==> src/rtl/t06_game_fsm_ctrl.sv <==
// Snake game sequencer: INIT/RUN/UPDATE/PAUSE/OVER with an on-chip game tick,
// a pause button and a watchdog on the display UPDATE handshake.
module t06_game_fsm_ctrl #(
  parameter int BASE_PERIOD = 1_000_000,
  parameter int TICK_W      = 24,
  parameter int SPD_W       = 3,
  parameter int UPD_TIMEOUT = 4096,
  parameter int TO_W        = $clog2(UPD_TIMEOUT + 1)
) (
  input  logic             clk,
  input  logic             nrst,
  input  logic             mode_pb,
  input  logic             pause_pb,
  input  logic             cmd_done,
  input  logic             diff,
  input  logic             GameOver,
  input  logic [SPD_W-1:0] speed_sel,
  output logic             init_cycle,
  output logic             enable_loop,
  output logic             en_update,
  output logic             sync_reset,
  output logic             paused,
  output logic             game_tick,
  output logic             fault,
  output logic [2:0]       dbg_state
);

  typedef enum logic [2:0] {
    S_INIT   = 3'd0,
    S_RUN    = 3'd1,
    S_UPDATE = 3'd2,
    S_PAUSE  = 3'd3,
    S_OVER   = 3'd4
  } state_t;

  localparam logic [TICK_W-1:0] BASE_P  = TICK_W'(BASE_PERIOD);
  localparam logic [TO_W-1:0]   WD_LAST = TO_W'(UPD_TIMEOUT - 1);

  state_t              r_state;
  state_t              w_next;
  logic [2:0]          r_mode_sync;
  logic [2:0]          r_pause_sync;
  logic [TICK_W-1:0]   r_tick_cnt;
  logic [TICK_W-1:0]   r_period;
  logic [TO_W-1:0]     r_wd;
  logic                r_fault;
  logic                w_mode_edge;
  logic                w_pause_edge;
  logic [TICK_W-1:0]   w_period_shift;
  logic [TICK_W-1:0]   w_period_ld;
  logic [TICK_W-1:0]   w_tick_last;
  logic                w_wd_fire;

  // Buttons arrive pre-debounced; bit 0 is the first sampling flop.
  always_ff @(posedge clk or negedge nrst) begin
    if (!nrst) begin
      r_mode_sync  <= '0;
      r_pause_sync <= '0;
    end else begin
      r_mode_sync  <= {r_mode_sync[1:0], mode_pb};
      r_pause_sync <= {r_pause_sync[1:0], pause_pb};
    end
  end

  assign w_mode_edge    = r_mode_sync[1] & ~r_mode_sync[2];
  assign w_pause_edge   = r_pause_sync[1] & ~r_pause_sync[2];
  assign w_period_shift = BASE_P >> speed_sel;
  assign w_period_ld    = (w_period_shift == '0) ? TICK_W'(1) : w_period_shift;
  assign w_tick_last    = r_period - TICK_W'(1);

  always_ff @(posedge clk or negedge nrst) begin
    if (!nrst) r_state <= S_INIT;
    else       r_state <= w_next;
  end

  // UPDATE handshake: en_update stays high until cmd_done (level) acknowledges.
  always_comb begin
    w_next      = r_state;
    init_cycle  = 1'b0;
    enable_loop = 1'b0;
    en_update   = 1'b0;
    sync_reset  = 1'b0;
    paused      = 1'b0;
    game_tick   = 1'b0;
    w_wd_fire   = 1'b0;
    case (r_state)
      S_INIT: begin
        init_cycle = ~cmd_done;
        if (cmd_done) w_next = S_RUN;
      end
      S_RUN: begin
        game_tick   = (r_tick_cnt == w_tick_last);
        enable_loop = game_tick & ~diff & ~GameOver;
        if (diff)              w_next = S_UPDATE;
        else if (GameOver)     w_next = S_OVER;
        else if (w_pause_edge) w_next = S_PAUSE;
      end
      S_UPDATE: begin
        en_update = ~(cmd_done | GameOver);
        if (cmd_done)          w_next = S_RUN;
        else if (GameOver)     w_next = S_OVER;
        else if (r_wd == WD_LAST) begin
          w_next    = S_OVER;
          w_wd_fire = 1'b1;
        end
      end
      S_PAUSE: begin
        paused = 1'b1;
        if (w_mode_edge)       w_next = S_INIT;
        else if (w_pause_edge) w_next = S_RUN;
      end
      S_OVER: begin
        sync_reset = ~w_mode_edge;
        if (w_mode_edge) w_next = S_INIT;
      end
      default: w_next = S_INIT;
    endcase
  end

  // Tick counter only advances in RUN, so UPDATE/PAUSE time never counts.
  always_ff @(posedge clk or negedge nrst) begin
    if (!nrst) begin
      r_tick_cnt <= '0;
      r_period   <= '0;
    end else if (r_state == S_INIT) begin
      r_tick_cnt <= '0;
      r_period   <= w_period_ld;
    end else if (r_state == S_RUN) begin
      r_tick_cnt <= game_tick ? '0 : r_tick_cnt + TICK_W'(1);
    end
  end

  always_ff @(posedge clk or negedge nrst) begin
    if (!nrst) begin
      r_wd    <= '0;
      r_fault <= 1'b0;
    end else begin
      if (r_state == S_UPDATE && w_next == S_UPDATE) r_wd <= r_wd + TO_W'(1);
      else                                           r_wd <= '0;
      if (w_wd_fire)                               r_fault <= 1'b1;
      else if (r_state == S_OVER && w_mode_edge)   r_fault <= 1'b0;
    end
  end

  assign fault     = r_fault;
  assign dbg_state = r_state;

endmodule

==> config.mk <==
export PLATFORM = sky130hd
export DESIGN_NAME = t06_game_fsm_ctrl
export DESIGN_NICKNAME = d
export VERILOG_FILES = /design/src/rtl/t06_game_fsm_ctrl.sv
export SDC_FILE = /design/constraint.sdc
export NUM_CORES = 1
export LEC_CHECK = 0
export ABC_AREA = 1
export ABC_CLOCK_PERIOD_IN_PS = 2500
export BUFFER_PORTS_ARGS = -buffer_cell sky130_fd_sc_hd__buf_2
export CAP_MARGIN = 0
export CORE_UTILIZATION = 35
export DETAILED_ROUTE_END_ITERATION = 16
export HOLD_SLACK_MARGIN = 0.08
export RECOVER_POWER = 50
export SYNTH_ARGS = -nofsm -noshare
export SYNTH_HDL_FRONTEND = slang
export SYNTH_SLANG_ARGS = --single-unit
==> constraint.sdc <==
create_clock -name clk -period 2.5 [get_ports clk]
set_input_delay 0.5 -clock clk [delete_from_list [all_inputs] [get_ports clk]]
set_output_delay 0.5 -clock clk [all_outputs]
set_load 0.05 [all_outputs]
==> results.py <==
metrics = {
    "die": {
        "die_height_um": 117,
        "initial_core_util_pct": 36.3,
        "die_x_um": 117,
        "die_area_um2": 13700,
        "ios": 20,
        "core_region_area_um2": 12700,
        "placement_rows": 41,
    },
    "run": {
        "maxCapViolCount": 0,
    },
    "clock_network": {
        "cts_hold_buf": 0,
        "path_clk_slew_ns": 0.05,
        "clock_path_buffers": 2,
        "root_buffer": "clkbuf_16",
        "h-tree-depth": 3,
        "cts.sinks": 67,
        "cts_tree": "built",
        "insertion_delay_ns": 0.34,
        "numCtsBuffers": 9,
    },
    "timing": {
        "skew_ns": 0.00743,
        "hold_viol": 0,
        "fmax_ghz": 0.352,
        "slew_headroom_pct": 14.1,
        "fin_crit_sh_pct": 113,
        "setup_viol": 26,
        "period_needed_ns": 2.84,
        "tightest_slew_ns": 1.29,
        "fin_ws_ns": -0.337,
        "hold_ws_ns": 0.265,
        "slew_violations": 0,
        "rsz0062_at_grt": "yes",
    },
    "drt": {
        "drc_errors": 0,
        "totalWireLength_um": 13500,
        "final_antenna_net_count": 0,
        "vias": 4674,
        "avgViaCountPerCell": 4.82,
        "drt_iter0_markers": 259,
        "wire_per_inst_um": 13.9,
        "drt_pre_antenna_iters": 4,
    },
    "place": {
        "gp_congestion": 0.868,
        "dp_hpwl_um": 10100,
        "portBuffers": 19,
    },
    "finish": {
        "fillers": 1301,
        "seq_area_um2": 1690,
        "drive_above_1_share_pct": 28.6,
        "multiInputGateArea_um2": 2840,
        "fin_util_pct": 49.1,
        "area_delta_synth_final_pct": 35.3,
        "fin_nets": 811,
        "antenna_cells": 0,
    },
    "yosys": {
        "synthFlopType": "dfrtp_1",
        "ys_ff_latch": 67,
        "syn_nets": 695,
        "yosysWarnings": 0,
        "synth_edf_count": 0,
        "syn_avg_cell_area_um2": 6.82,
        "async_flop_share_pct": 100,
        "syn_inst": 677,
        "ys_seq_area_share_pct": 36.3,
        "netlist-cell-type-count": 39,
        "syn-cell-area_um2": 4620,
    },
    "global_routing": {
        "grt_pass1_wl_um": 21900,
        "gr-usage-all-layers_pct": 21.6,
        "grt_max_degree": 37,
        "antenna_found_initial": 0,
        "grt_overflow": 0,
        "grt_pass1_vias": 4533,
    },
    "worst_setup_path": {
        "required_ns": 2.00,
        "crit_fanout": 4,
        "critPathSlowestCell": "dfrtp_2",
        "timing.setup.critical_path_class": "reg -> out",
        "cp.arrival_ns": 2.34,
        "crit_chain": "nor2_4 -> buf_6 -> nand2_4 -> nor2_4 -> xor2_2 -> inv_1 -> nand2_1 -> nor2_1 -> nand3b_1 -> nor2_2 -> nand2_2 -> nor2_4 -> buf_8",
        "worstSetupStartpoint": "r_period[3]",
        "crit_path_start_kind": "flop",
        "r2r-start": "r_period[3]",
        "rr_worst_depth": 20,
        "cpMostUsedCell": "nor2_4",
        "critPathMaxStageDelay_ns": 0.46,
        "cp-end-kind": "primary output",
    },
    "power_and_ir_drop": {
        "p_per_area_nw_per_um2": 1210,
        "max-vdd-ir-drop_v": 0.00104,
        "p_leak_uw": 0.00320,
    },
    "run_status": {
        "violations": "setup timing",
        "outcome": "finished with violations",
    },
    "min_path": {
        "hold_class": "in -> reg",
        "hold-path-cell-count": 1,
        "min_from": "mode_pb",
    },
}
## power by group
part           internal (µW)  switching [µW]  total, µW
clock network            700             476       1180
registers               1310             315       1620
logic                   2090            2640       4730
## cells by family after synthesis
kind of cell | synth area share, %
AOI/OAI and AO/OA | 6.72
xor gates and xnor gates | 6.83
adders and majority gates | 2.17
buffers and inverters | 9.24
DFF | 36.3
and+or+nand+nor | 38.7
## metal layers
| metal | part of all wire [%] | up-vias | GRT usage, % |
|---|---|---|---|
| met5 | 0 | - | 0 |
| met4 | 2.9 | 0 | 8.78 |
| met3 | 5.4 | 30 | 5.61 |
| met2 | 49 | 105 | 36.7 |
| met1 | 43 | 2173 | 26.1 |
| li1 | - | 2366 | - |
## sequential cells by signal, indices dropped and copies added (netlist names)
signal / cells
dbg_state: 3
r_period: 20
fault: 1
r_mode_sync: 3
r_tick_cnt: 24
r_wd: 13
r_pause_sync: 3
## layout by cell type (no fill, tap or decap), types with 14 or more instances in the layout
cell	Yosys	final
nand2_1	207	190
buf_4	3	91
inv_1	95	89
nor2_1	92	69
dfrtp_1	67	60
nand3_1	48	37
xor2_1	29	26
nor2_2	7	20
o21ai_0	20	16
nand2_2	3	16
buf_2	2	16
nand3_2	6	15
a21oi_1	14	14
## cells in the mapped netlist, types with 2 or more instances
library cell / number / area [µm²]
a21oi_1: 14 / 70.1
a31oi_1: 3 / 18.8
buf_2: 2 / 10.0
buf_4: 3 / 22.5
clkbuf_1: 7 / 26.3
dfrtp_1: 67 / 1680
ha_1: 8 / 100
inv_1: 95 / 357
nand2_1: 207 / 777
nand2_2: 3 / 18.8
nand3_1: 48 / 240
nand3_2: 6 / 60.1
nand3b_1: 6 / 45.0
nand4_1: 10 / 62.6
nor2_1: 92 / 345
nor2_2: 7 / 43.8
nor2_4: 2 / 22.5
nor3_1: 12 / 60.1
nor3b_1: 3 / 22.5
nor4_1: 3 / 18.8
o211ai_1: 4 / 30.0
o21ai_0: 20 / 100
o22ai_1: 4 / 25.0
o31ai_1: 2 / 15.0
xnor2_1: 7 / 61.3
xor2_1: 29 / 254
## stage by stage
stage / setup WS (ns) / setup TNS [ns] / instances / power, µW / instance area (µm²)
6_report: -0.337 / -4.17 / 970 / 7540 / 6250
5_1_grt: -0.482 / -7.86 / 970 / 8100 / 6250
4_1_cts: -0.262 / -2.25 / 965 / 7130 / 6040
3_5_place_dp: -0.154 / -0.284 / 929 / 5300 / 5440
3_3_place_gp: -0.135 / -0.250 / 929 / 5280 / 5440
2_1_floorplan: 0.0115 / 0 / 677 / 3790 / 4630
## final cells by class
cell class	count	share of cell area, %
Timing Repair Buffer	117	14.1
Sequential cell	67	27.0
Inverter	95	5.71
Clock inverter	3	0.381
Clock buffer	13	4.01
Tap cell	172	3.45
Multi-Input combinational cell	503	45.4
## critical path, delay by kind of cell, from the launching register on
| kind | cells | cell delay (ns) |
|---|---|---|
| XOR/XNOR | 1 | 0.10 |
| buffers and inverters | 3 | 0.36 |
| AND/OR/NAND/NOR | 9 | 1.07 |
| flip-flops | 1 | 0.46 |
## final timing paths
kind / end / slack [ns]
setup / recovery: enable_loop / -0.34
hold / removal: r_mode_sync[0] / 0.26
setup reg to reg: r_tick_cnt[3] / -0.17
hold reg to reg: r_mode_sync[1] / 0.35
max in group asynchronous: r_tick_cnt[12] / 0.45
min in group asynchronous: r_period[18] / 0.42
## what timing repair did
action	4_1_cts	5_1_grt
gates resized for setup	51	52
cloned	0	1
buffers inserted	20	5
pin swaps	13	14
setup endpoints to repair	2	26
Power figures use the tool's default switching activity.
